### config.mk
export PLATFORM = sky130hd
export DESIGN_NAME = period_to_freq
export DESIGN_NICKNAME = d
export VERILOG_FILES = /design/src/rtl/freq_pkg.sv /design/src/rtl/seq_divider.sv /design/src/rtl/period_to_freq.sv
export SDC_FILE = /design/constraint.sdc
export NUM_CORES = 1
export LEC_CHECK = 0
export CAP_MARGIN = 15
export CORE_ASPECT_RATIO = 1.4
export CORE_UTILIZATION = 55
export CTS_CLUSTER_DIAMETER = 80
export CTS_CLUSTER_SIZE = 25
export DETAILED_ROUTE_END_ITERATION = 8
export PLACE_DENSITY = 0.76
export SYNTH_ARGS = -nofsm -noshare
export SYNTH_HDL_FRONTEND = slang
export SYNTH_HIERARCHICAL = 1
export SYNTH_SLANG_ARGS = --single-unit
export TNS_END_PERCENT = 30
### constraint.sdc
create_clock -name clk -period 4.61 [get_ports clk]
set_input_delay 0.922 -clock clk [delete_from_list [all_inputs] [get_ports clk]]
set_output_delay 0.922 -clock clk [all_outputs]
set_load 0.1 [all_outputs]
### src/rtl/freq_pkg.sv
// Shared types and constants for the period-to-frequency converter.
package freq_pkg;

  localparam int unsigned CLK_HZ_DEFAULT = 32'd50_000_000;

  typedef enum logic [1:0] {
    ST_IDLE   = 2'd0,
    ST_DIVIDE = 2'd1,
    ST_DONE   = 2'd2
  } state_e;

  // What the DONE state should publish once it is reached.
  typedef enum logic [1:0] {
    RES_NORMAL  = 2'd0,
    RES_DIVZERO = 2'd1,
    RES_LOST    = 2'd2
  } result_e;

endpackage

### src/rtl/seq_divider.sv
// Unsigned restoring divider: one quotient bit per clock, MSB first.
module seq_divider
  import freq_pkg::*;
#(
  parameter int DVD_W = 26,
  parameter int DVS_W = 24
) (
  input  logic             clk,
  input  logic             rst_n,
  input  logic             start_i,
  input  logic             abort_i,
  input  logic [DVD_W-1:0] dividend_i,
  input  logic [DVS_W-1:0] divisor_i,
  output logic             done_o,
  output logic [DVD_W-1:0] quotient_o
);

  localparam int CNT_W = $clog2(DVD_W + 1);
  localparam int REM_W = DVS_W + 1;

  logic             run_q, run_d;
  logic [CNT_W-1:0] cnt_q, cnt_d;
  logic [DVD_W-1:0] dvd_q, dvd_d;
  logic [DVS_W-1:0] dvs_q, dvs_d;
  logic [REM_W-1:0] rem_q, rem_d;
  logic [DVD_W-1:0] quo_q, quo_d;

  logic [REM_W:0]   shift_s;
  logic             fits_s;
  logic             last_s;

  // Trial subtraction of the divisor from the shifted partial remainder.
  always_comb begin
    shift_s = {rem_q, dvd_q[DVD_W-1]};
    fits_s  = (shift_s >= {2'b00, dvs_q});
    last_s  = run_q && (cnt_q == CNT_W'(DVD_W - 1));
  end

  // done_o is high in the cycle whose closing edge writes the final quotient bit.
  assign done_o     = last_s;
  assign quotient_o = quo_q;

  // Next-state: load on start, iterate while running, drop on abort.
  always_comb begin
    run_d = run_q;
    cnt_d = cnt_q;
    dvd_d = dvd_q;
    dvs_d = dvs_q;
    rem_d = rem_q;
    quo_d = quo_q;
    if (abort_i) begin
      run_d = 1'b0;
    end else if (start_i) begin
      run_d = 1'b1;
      cnt_d = '0;
      dvd_d = dividend_i;
      dvs_d = divisor_i;
      rem_d = '0;
      quo_d = '0;
    end else if (run_q) begin
      dvd_d = {dvd_q[DVD_W-2:0], 1'b0};
      quo_d = {quo_q[DVD_W-2:0], fits_s};
      cnt_d = cnt_q + CNT_W'(1);
      if (fits_s) begin
        rem_d = REM_W'(shift_s - {2'b00, dvs_q});
      end else begin
        rem_d = REM_W'(shift_s);
      end
      if (last_s) begin
        run_d = 1'b0;
      end else begin
        run_d = 1'b1;
      end
    end else begin
      run_d = 1'b0;
    end
  end

  // Divider state registers.
  always_ff @(posedge clk or negedge rst_n) begin
    if (!rst_n) begin
      run_q <= 1'b0;
      cnt_q <= '0;
      dvd_q <= '0;
      dvs_q <= '0;
      rem_q <= '0;
      quo_q <= '0;
    end else begin
      run_q <= run_d;
      cnt_q <= cnt_d;
      dvd_q <= dvd_d;
      dvs_q <= dvs_d;
      rem_q <= rem_d;
      quo_q <= quo_d;
    end
  end

endmodule

### src/rtl/period_to_freq.sv
// Converts a measured period (in clk cycles) into a frequency in Hz, CLK_HZ/period,
// with saturation, divide-by-zero and signal-loss handling.
module period_to_freq
  import freq_pkg::*;
#(
  parameter int unsigned CLK_HZ   = CLK_HZ_DEFAULT,
  parameter int          PERIOD_W = 24,
  parameter int          FREQ_W   = 20
) (
  input  logic                clk,
  input  logic                rst_n,
  input  logic                period_valid,
  input  logic [PERIOD_W-1:0] period,
  input  logic                signal_lost,
  output logic                busy,
  output logic                freq_valid,
  output logic [FREQ_W-1:0]   frequency,
  output logic                saturated,
  output logic                divzero
);

  localparam int DIV_W = $clog2(CLK_HZ + 1);
  localparam int MAX_W = (DIV_W > FREQ_W) ? DIV_W : FREQ_W;
  localparam logic [DIV_W-1:0] DIVIDEND = DIV_W'(CLK_HZ);
  localparam logic [MAX_W-1:0] FREQ_MAX = MAX_W'({FREQ_W{1'b1}});

  state_e              state_q, state_d;
  result_e             kind_q, kind_d;
  logic                busy_q;
  logic                fvalid_q, fvalid_d;
  logic [FREQ_W-1:0]   freq_q, freq_d;
  logic                sat_q, sat_d;
  logic                dz_q, dz_d;

  logic                div_start_s;
  logic                div_abort_s;
  logic                div_done_s;
  logic [DIV_W-1:0]    div_quo_s;
  logic [MAX_W-1:0]    quo_ext_s;
  logic                clip_s;
  logic [FREQ_W-1:0]   freq_res_s;

  seq_divider #(
    .DVD_W (DIV_W),
    .DVS_W (PERIOD_W)
  ) u_div (
    .clk        (clk),
    .rst_n      (rst_n),
    .start_i    (div_start_s),
    .abort_i    (div_abort_s),
    .dividend_i (DIVIDEND),
    .divisor_i  (period),
    .done_o     (div_done_s),
    .quotient_o (div_quo_s)
  );

  // Clip the quotient to the output width.
  always_comb begin
    quo_ext_s = MAX_W'(div_quo_s);
    if (quo_ext_s > FREQ_MAX) begin
      clip_s     = 1'b1;
      freq_res_s = {FREQ_W{1'b1}};
    end else begin
      clip_s     = 1'b0;
      freq_res_s = quo_ext_s[FREQ_W-1:0];
    end
  end

  // FSM next-state and result selection.
  always_comb begin
    state_d     = state_q;
    kind_d      = kind_q;
    fvalid_d    = 1'b0;
    freq_d      = freq_q;
    sat_d       = sat_q;
    dz_d        = dz_q;
    div_start_s = 1'b0;
    div_abort_s = 1'b0;
    case (state_q)
      ST_IDLE: begin
        if (period_valid) begin
          if (signal_lost) begin
            state_d = ST_DONE;
            kind_d  = RES_LOST;
          end else if (period == {PERIOD_W{1'b0}}) begin
            state_d = ST_DONE;
            kind_d  = RES_DIVZERO;
          end else begin
            state_d     = ST_DIVIDE;
            kind_d      = RES_NORMAL;
            div_start_s = 1'b1;
          end
        end else if (signal_lost) begin
          freq_d = {FREQ_W{1'b0}};
          sat_d  = 1'b0;
          dz_d   = 1'b0;
        end else begin
          state_d = ST_IDLE;
        end
      end
      ST_DIVIDE: begin
        // Signal loss wins over a divider finishing on the same edge.
        if (signal_lost) begin
          state_d     = ST_DONE;
          kind_d      = RES_LOST;
          div_abort_s = 1'b1;
        end else if (div_done_s) begin
          state_d = ST_DONE;
        end else begin
          state_d = ST_DIVIDE;
        end
      end
      ST_DONE: begin
        state_d  = ST_IDLE;
        fvalid_d = 1'b1;
        case (kind_q)
          RES_NORMAL: begin
            freq_d = freq_res_s;
            sat_d  = clip_s;
            dz_d   = 1'b0;
          end
          RES_DIVZERO: begin
            freq_d = {FREQ_W{1'b0}};
            sat_d  = 1'b0;
            dz_d   = 1'b1;
          end
          default: begin
            freq_d = {FREQ_W{1'b0}};
            sat_d  = 1'b0;
            dz_d   = 1'b0;
          end
        endcase
      end
      default: begin
        state_d = ST_IDLE;
      end
    endcase
  end

  // State and output registers.
  always_ff @(posedge clk or negedge rst_n) begin
    if (!rst_n) begin
      state_q  <= ST_IDLE;
      kind_q   <= RES_NORMAL;
      busy_q   <= 1'b0;
      fvalid_q <= 1'b0;
      freq_q   <= {FREQ_W{1'b0}};
      sat_q    <= 1'b0;
      dz_q     <= 1'b0;
    end else begin
      state_q  <= state_d;
      kind_q   <= kind_d;
      busy_q   <= (state_d != ST_IDLE);
      fvalid_q <= fvalid_d;
      freq_q   <= freq_d;
      sat_q    <= sat_d;
      dz_q     <= dz_d;
    end
  end

  assign busy       = busy_q;
  assign freq_valid = fvalid_q;
  assign frequency  = freq_q;
  assign saturated  = sat_q;
  assign divzero    = dz_q;

endmodule

[Word-level counts from Yosys, hierarchy flattened]
Cells that the tools add are included.
Widths: inputs -> output; s select.
Cells by class
  shift-type cells: 0
  equal/unequal tests: 8
  magnitude comparators: 2
  multipliers: 0
  reductions and logical operators: 12
  bitwise operators: 1
  div/mod/pow operators: 0
  mux-type cells: 44
  $add $sub $neg: 2
Operator list (count)
  $mux 26: 4
  $mux 20: 4
  $mux 25: 3
  $pmux 20 s2: 1
  $ge 26x24->1: 1
  $gt 26x20->1 const B: 1
  $sub 25x24->25: 1
  $logic_not 24->1: 1
  $mux 2: 9
  $mux 1: 17
  $mux 5: 2
  $ne 2x2->1 const B: 4
  $pmux 2 s2: 2
  $reduce_bool 2->1: 4
  $reduce_and 3->1: 2
  $add 5x1->5 const B: 1
  $eq 5x5->1 const B: 1
  $eq 2x1->1 const B: 2
  $logic_not 2->1: 2
  $pmux 1 s2: 2
  $reduce_and 2->1: 2
  $eq 2x2->1 const B: 1
  $logic_and 1x1->1: 1
  $not 1->1: 1
Word-level totals
  register bits after elaboration: 135
  bits in read-only memories: 0
  logic and storage cells: 82
  memories kept: 0
  bits in latches: 0
  bits in writable memories: 0

[Depth between registers and ports, before layout]
Gate-level depths: netlist (run 1).
  word-level depth: 7
  mapped depth: 13
  depth with buffers taken out: 11

[Modules after synthesis]
The synthesis (run 1) kept the hierarchy.
By module, submodules not included
  seq_divider: area each 5646.7 um^2, cells an instance 571, times used 1
  period_to_freq: area each 1237.4 um^2, cells an instance 138, times used 1

[Worst setup path before layout (run 1)]
Ideal clock, no wire load.
  path kind: in2reg
  start point: in signal_lost
  end point: reg u_div.rem_q[24]
  library setup time: 130 ps
  slack: 1633 ps
  cell stages on the path: 10
  data required time: 4480 ps
  arrival time: 2847 ps
  cell sequence: or3_1 nor2_1 clkbuf_1 nor2_1 or2_2 clkbuf_1 clkbuf_1 buf_1 a32oi_1 nand3_1
Between the ends
  word-level cells in the longest chain between the ends: 5
  elaborated cells between the ends (all ways): 9
Ends and longest elaborated chain
  from (decl): line period_to_freq.sv:14  | input logic signal_lost,
  $mux 1 *: line period_to_freq.sv:82  | if (signal_lost) begin
  $mux 1 *: line period_to_freq.sv:81  | if (period_valid) begin
  $mux 1 *: line period_to_freq.sv:79  | case (state_q)
  via div_start_s: line period_to_freq.sv:35  | logic div_start_s;
  $reduce_bool 2->1 (no line)
  $reduce_and 2->1 (no line)
  to (signal assigned): line seq_divider.sv:93  | rem_q <= rem_d;
  to (decl): line seq_divider.sv:25  | logic [REM_W-1:0] rem_q, rem_d;
Mark *: on every way through the listed nets, which the timed path passes. The rest lies on a longest branch.
A chain may end at the register's enable or synchronous reset.

[Worst setup path after layout (run 1)]
  start point: in period[7]
  end point: reg u_div.rem_q[13]
Between the ends
  word-level cells in the longest chain between the ends: 7
  elaborated cells between the ends (all ways): 8
Ends and longest elaborated chain
  from (decl): line period_to_freq.sv:13  | input logic [PERIOD_W-1:0] period,
  $logic_not 24->1 *: line period_to_freq.sv:85  | end else if (period == {PERIOD_W{1'b0}}) begin
  $mux 1 *: line period_to_freq.sv:85
  $mux 1 *: line period_to_freq.sv:82
  $mux 1 *: line period_to_freq.sv:81
  $mux 1 *: line period_to_freq.sv:79
  via div_start_s: line period_to_freq.sv:35
  $reduce_bool 2->1 (no line)
  $reduce_and 2->1 (no line)
Marks and branches as above.

==> results of run 1 <==
placed cells by master (no fill, tap or decap), drive strengths merged, types with 9 or more instances in the layout:
cell type	instances
dfrtp	135
o21ai	110
nand2	108
clkdlybuf4s50	50
nor2	48
mux2i	36
inv	36
a22o	31
conb	26
ha	26
a21oi	22
clkbuf	20
buf	14
xnor2	12
xor2	10
a32oi	10
nand4	9
nor4	9
layout make-up:
type | count | area share, %
flip-flops and latches | 135 | 41.2
multi-input cells | 524 | 40.3
repair buffers | 64 | 7.55
clock buffers | 20 | 5.45
well taps | 150 | 2.29
inverters | 35 | 1.60
clock inverters | 12 | 1.56
layer usage:
layer  up-vias  track usage [%]  part of all wire [%]
li1       2602                -                     -
met1      2591             29.9                    42
met2       101             43.6                    52
met3        26             5.10                   2.8
met4         0             11.2                   3.0
met5         -                0                     0
worst max path at each step:
stage,endpoint,slack (ns),cells after the start
3_3_place_gp,u_div/rem_q[13],0.98,9
4_1_cts,u_div/rem_q[13],1.31,9
6_report,u_div/rem_q[13],1.27,9
2_1_floorplan,u_div/rem_q[24],1.63,10
5_1_grt,u_div/rem_q[14],1.10,9
3_5_place_dp,u_div/rem_q[20],0.90,9
registers in the layout, summed over array words and instances, names as in the netlist:
| name | count |
|---|---|
| busy | 1 |
| u_div/quotient_o | 26 |
| u_div/dvs_q | 24 |
| u_div/rem_q | 25 |
| u_div/dvd_q | 26 |
| u_div/run_q | 1 |
| state_q | 2 |
| freq_valid | 1 |
| kind_q | 2 |
| divzero | 1 |
| frequency | 20 |
| saturated | 1 |
| u_div/cnt_q | 5 |
kinds of logic after synthesis:
logic type,share of synthesized area [%]
AO/OA/AOI/OAI,19.1
AND/OR/NAND/NOR,13.7
XOR/XNOR,2.80
other,0.109
adder cells (fa/ha/maj),5.02
multiplexers,5.73
buffers and inverters,4.43
flip-flops,49.1
worst min-delay path, cell delays in order (launching register included):
cell and delay [ns]:
dfrtp_1 0.34, nand2_1 0.04, o21ai_0 0.05
power groups by stage:
stage                     clock, mW  sequential [mW]  combinational [mW]
after floorplan                   0             1.83                1.93
after global placement            0             1.76                2.46
after detailed placement          0             1.78                2.53
after CTS                      1.34             1.77                2.54
after global routing           1.39             1.81                2.83
final                          1.32             1.77                2.56
==> reports/metrics.cfg, run 1 <==
[timing]
maxSlewViolCount = 0
fin_hold_ws_ns = 0.472
timing.fmax_mhz = 300
setup_ws_ns = 1.27
finalHoldViolations = 0
rsz0062_at_grt = no
setup_viol = 0
tightest_slew_ns = 0.990
skew_ns = 0.00722
fin_crit_ns = 3.34
final.period_utilization_pct = 72.4
slew_headroom_pct = 33.8
finalSetupTns_ns = 0

[power]
power_frac_clock_pct = 23.4
seqPwrFrac_pct = 31.4
p_leak_nw = 3.70
netSwitchingFraction_pct = 40.1
p_per_area_nw_per_um2 = 689
peakVddDrop_mv = 0.371
switchingPower_mw = 2.26
p_int_mw = 3.38
finalPower_mw = 5.65
p_comb_share_pct = 45.3

[worst_setup_path]
crit_path_start_kind = input port
cp_num_buf_inv = 1
cpMostUsedCell = nor2_1
r2r_start = u_div/dvd_q[25]
worstPathMaxFanout = 12
reg2regPathDepth = 11
reg2reg_slack_ns = 1.42
path_class = in2reg
required_ns = 4.92
crit_arrival_ns = 3.65
path_delay_family = simple AND/OR/NAND/NOR gates
slowest_delay_ns = 0.51
crit_path_top_delay_cell = nor4_1
cp_cell_sequence = clkdlybuf4s50_1 > nor4_1 > nand4_1 > nor2_1 > nor2_2 > nor2_1 > and2_1 > nand2b_1 > o21ai_0
rr_endpoint = u_div/rem_q[13]
startpoint = period[7]
endpoint_kind = flop

[global_route]
grt_first_pass_wirelength_mm = 25.1
grt_max_degree = 69
grt_pass1_vias = 5355
antenna_found_initial = 0
grt_remaining_overflow = 0
grt_usage_pct = 25.3

[detailed_routing]
viasPerCell = 5.66
detail_route.drc_violations = 0
drt_iter0_markers = 275
wl_per_cell_um = 15.8
ant_nets = 0
vias = 5320
drtPass1Iterations = 5
routed_wl_mm = 14.9

[yosys]
synth_top_cell_area_share_pct = 49.1
synth_common_cells = dfrtp_1 (135), nand2_1 (108), o21ai_0 (94)
yosysUniqueCellTypes = 60
ys.warnings.count = 6
async_reset_ff_share_pct = 100
synthCells = 709
synthTopCellsByArea = dfrtp_1 (49%), o21ai_0 (6.8%), nand2_1 (5.9%)
syn_area_um2 = 6880
ys_ff_latch = 135
ys.flop_type = dfrtp_1
yosysSeqAreaShare_pct = 49.1
synth_area_per_cell_um2 = 9.71
yosysTopAreaCell = dfrtp_1
yosysMostFrequentCell = dfrtp_1
synth_edf_count = 0

[final_layout]
nNetsFinal = 832
antennaDiodeCount = 0
final_area_um2 = 8190
multi_input_area_um2 = 3300
area_delta_synth_final_pct = 19.0
fillers = 973
post-route-util_pct = 66.9
drive_gt1_share_pct = 7.47
fin_cells = 940
seq_area_um2 = 3380

[placed_design]
place_congestion = 0.890
dp_cells = 908
preCtsSetupSlack_ns = 0.901
hpwl_mm = 10.5
port_buffers = 51
dpl-instance-area_um2 = 7620

[flow_run]
maxCapViolCount = 0

[floorplan]
die_w_um = 96.6
core-area_um2 = 12300
pin_count = 52
die_area_um2 = 13000
row_count = 48
initial_core_util_pct = 56.2
dieHeight_um = 134

[clocking]
clock_latency_ns = 0.41
ctsHoldBuffers = 0
cts_buffer_depth = 2
numClockSinks = 135
cts_resized = 0
cts_tree = done
cts_max_level = 4
cts_buffers = 17
post_cts_buffers = 0
clkTransAtPathRegs_ns = 0.06
clock-root-buffer = clkbuf_16

[run_status]
status = finished, final reports clean

[worst_hold_path]
hp-start = frequency[13]
hold_depth = 2
hp-class = reg2reg
min_to = frequency[13]

Power figures use the tool's default switching activity.
==> run 2: changes to the inputs <==
- CORE_UTILIZATION: 55 -> 53
- clock period: 4.61 -> 3 ns (I/O delays scaled with it)
==> reports/metrics.cfg, run 2 (synthesized netlist as in run 1, its figures left out) <==
[global_route]
grt_max_degree = 53
grt_remaining_overflow = 0
grt_usage_pct = 25.1
grt_pass1_vias = 5571
grt_first_pass_wirelength_mm = 26.4
antenna_found_initial = 0

[floorplan]
die_w_um = 98.3
pin_count = 52
dieHeight_um = 137
initial_core_util_pct = 55.1
row_count = 48
core-area_um2 = 12500
die_area_um2 = 13500

[clocking]
cts_max_level = 4
numClockSinks = 135
cts_tree = done
cts_buffer_depth = 2
cts_buffers = 17
clock-root-buffer = clkbuf_16
clkTransAtPathRegs_ns = 0.06
clock_latency_ns = 0.42

[worst_setup_path]
path_delay_family = compound AO/OA/AOI/OAI gates
endpoint_kind = flop
path_class = reg2reg
crit_arrival_ns = 3.11
required_ns = 3.29
slowest_delay_ns = 0.40
crit_path_top_delay_cell = dfrtp_1
worstPathMaxFanout = 11
crit_path_start_kind = flop
cp_num_buf_inv = 2
cp_cell_sequence = inv_1 > ha_1 > fa_1 > nor2b_4 > o31a_4 > o21ai_4 > nor4_4 > o31ai_4 > and2_4 > buf_4 > mux2i_1 > o21ai_1

[timing]
finalHoldViolations = 0
tightest_slew_ns = 0.707
final.period_utilization_pct = 94.0
timing.fmax_mhz = 355
setup_viol = 0
maxSlewViolCount = 0
rsz0062_at_grt = no
skew_ns = 0.00921
slew_headroom_pct = 52.8
fin_crit_ns = 2.82

[placed_design]
dpl-instance-area_um2 = 7700
hpwl_mm = 10.8
place_congestion = 0.901
port_buffers = 51

[detailed_routing]
ant_nets = 0
vias = 5486
detail_route.drc_violations = 0
viasPerCell = 5.75
drtPass1Iterations = 7
drt_iter0_markers = 254
wl_per_cell_um = 16.2
routed_wl_mm = 15.4

[power]
power_frac_clock_pct = 24.3
p_int_mw = 5.51
peakVddDrop_mv = 0.613
p_comb_share_pct = 45.8
p_leak_nw = 3.86
p_per_area_nw_per_um2 = 1090
netSwitchingFraction_pct = 39.5
seqPwrFrac_pct = 29.9
switchingPower_mw = 3.59

[final_layout]
nNetsFinal = 846
fillers = 977
layout_commonest_cell = dfrtp_1
layout_common_cells = dfrtp_1 (135), nand2_1 (108), o21ai_0 (94), nor2_1 (47), buf_4 (44)
area_delta_synth_final_pct = 21.6
drive_gt1_share_pct = 12.4
antennaDiodeCount = 0
final_area_um2 = 8370
post-route-util_pct = 67.0

[run_status]
status = finished, final reports clean

[worst_hold_path]
hp-class = in2async

[flow_run]
maxCapViolCount = 0

-- run 2: cell types whose count changed in the layout (fill, tap and decap cells not counted) --
cell / previous run / this run
clkinvlp_4: 4 / 3
clkinv_2: 4 / 2
nand2b_1: 5 / 4
clkinv_4: 1 / 3
clkbuf_1: 2 / 0
bufinv_16: 2 / 4
nand2b_2: 0 / 1
buf_12: 1 / 7
inv_6: 1 / 2
buf_4: 13 / 44
clkdlybuf4s50_1: 50 / 26
and2_2: 0 / 1
-- run 2: metal layers --
layer  vias to the layer above  share of wire (%)  track usage, %
li1                       2628                  -               -
met5                         -                  0               0
met4                         0                3.8            13.1
met1                      2699                 40            27.4
met3                        43                3.1            4.85
met2                       116                 53            46.2
-- run 2: path summary, 6_finish.rpt --
kind / startpoint / to / slack, ns / cells after the start
min in group clk: frequency[15] / frequency[15] / 0.48 / 2
worst max-delay path: u_div/dvd_q[25] / u_div/rem_q[18] / 0.18 / 12
worst min-delay path: rst_n / frequency[7] / 0.23 / 1
worst min register to register: frequency[15] / frequency[15] / 0.48 / 2
max in group asynchronous: rst_n / u_div/dvd_q[10] / 2.06 / 2
worst max register to register: u_div/dvd_q[25] / u_div/rem_q[18] / 0.18 / 12
-- run 2: power groups by stage --
stage | Clock [mW] | Sequential [mW] | Combinational [mW]
finish | 2.21 | 2.73 | 4.17
CTS | 2.25 | 2.72 | 4.09
global placement | 0 | 2.71 | 3.91
floorplan | 0 | 2.82 | 2.96
detailed placement | 0 | 2.74 | 4.05
global route | 2.32 | 2.79 | 4.61
-- run 2: metrics by stage --
stage	hold WS [ns]	power, mW	setup slack, ns	TNS, ns	instances
3_5_place_dp	0.470	6.79	-0.118	-1.97	917
5_1_grt	0.268	9.72	0.0721	0	954
6_report	0.226	9.11	0.181	0	954
2_1_floorplan	0.304	5.78	0.236	0	733
3_3_place_gp	0.462	6.62	-0.143	-2.57	917
4_1_cts	0.237	9.06	0.0146	0	949
-- run 2: layout make-up --
type | count | area [um2] | area share, %
clock buffers | 18 | 439 | 5.24
flip-flops and latches | 135 | 3380 | 40.3
clock inverters | 14 | 196 | 2.35
well taps | 150 | 188 | 2.24
repair buffers | 77 | 731 | 8.73
inverters | 35 | 131 | 1.57
multi-input cells | 525 | 3310 | 39.5
-- run 2: repair_timing --
action	CTS	global route
hold buffers	0	0
gates resized for setup	0	1
setup endpoints to repair	0	21
setup buffers	0	4
==> run 3: changes to the inputs <==
- SLEW_MARGIN: unset -> 5
==> results of run 3 <==
Same layout as run 2: the final DEF is identical, and so are final timing and power.
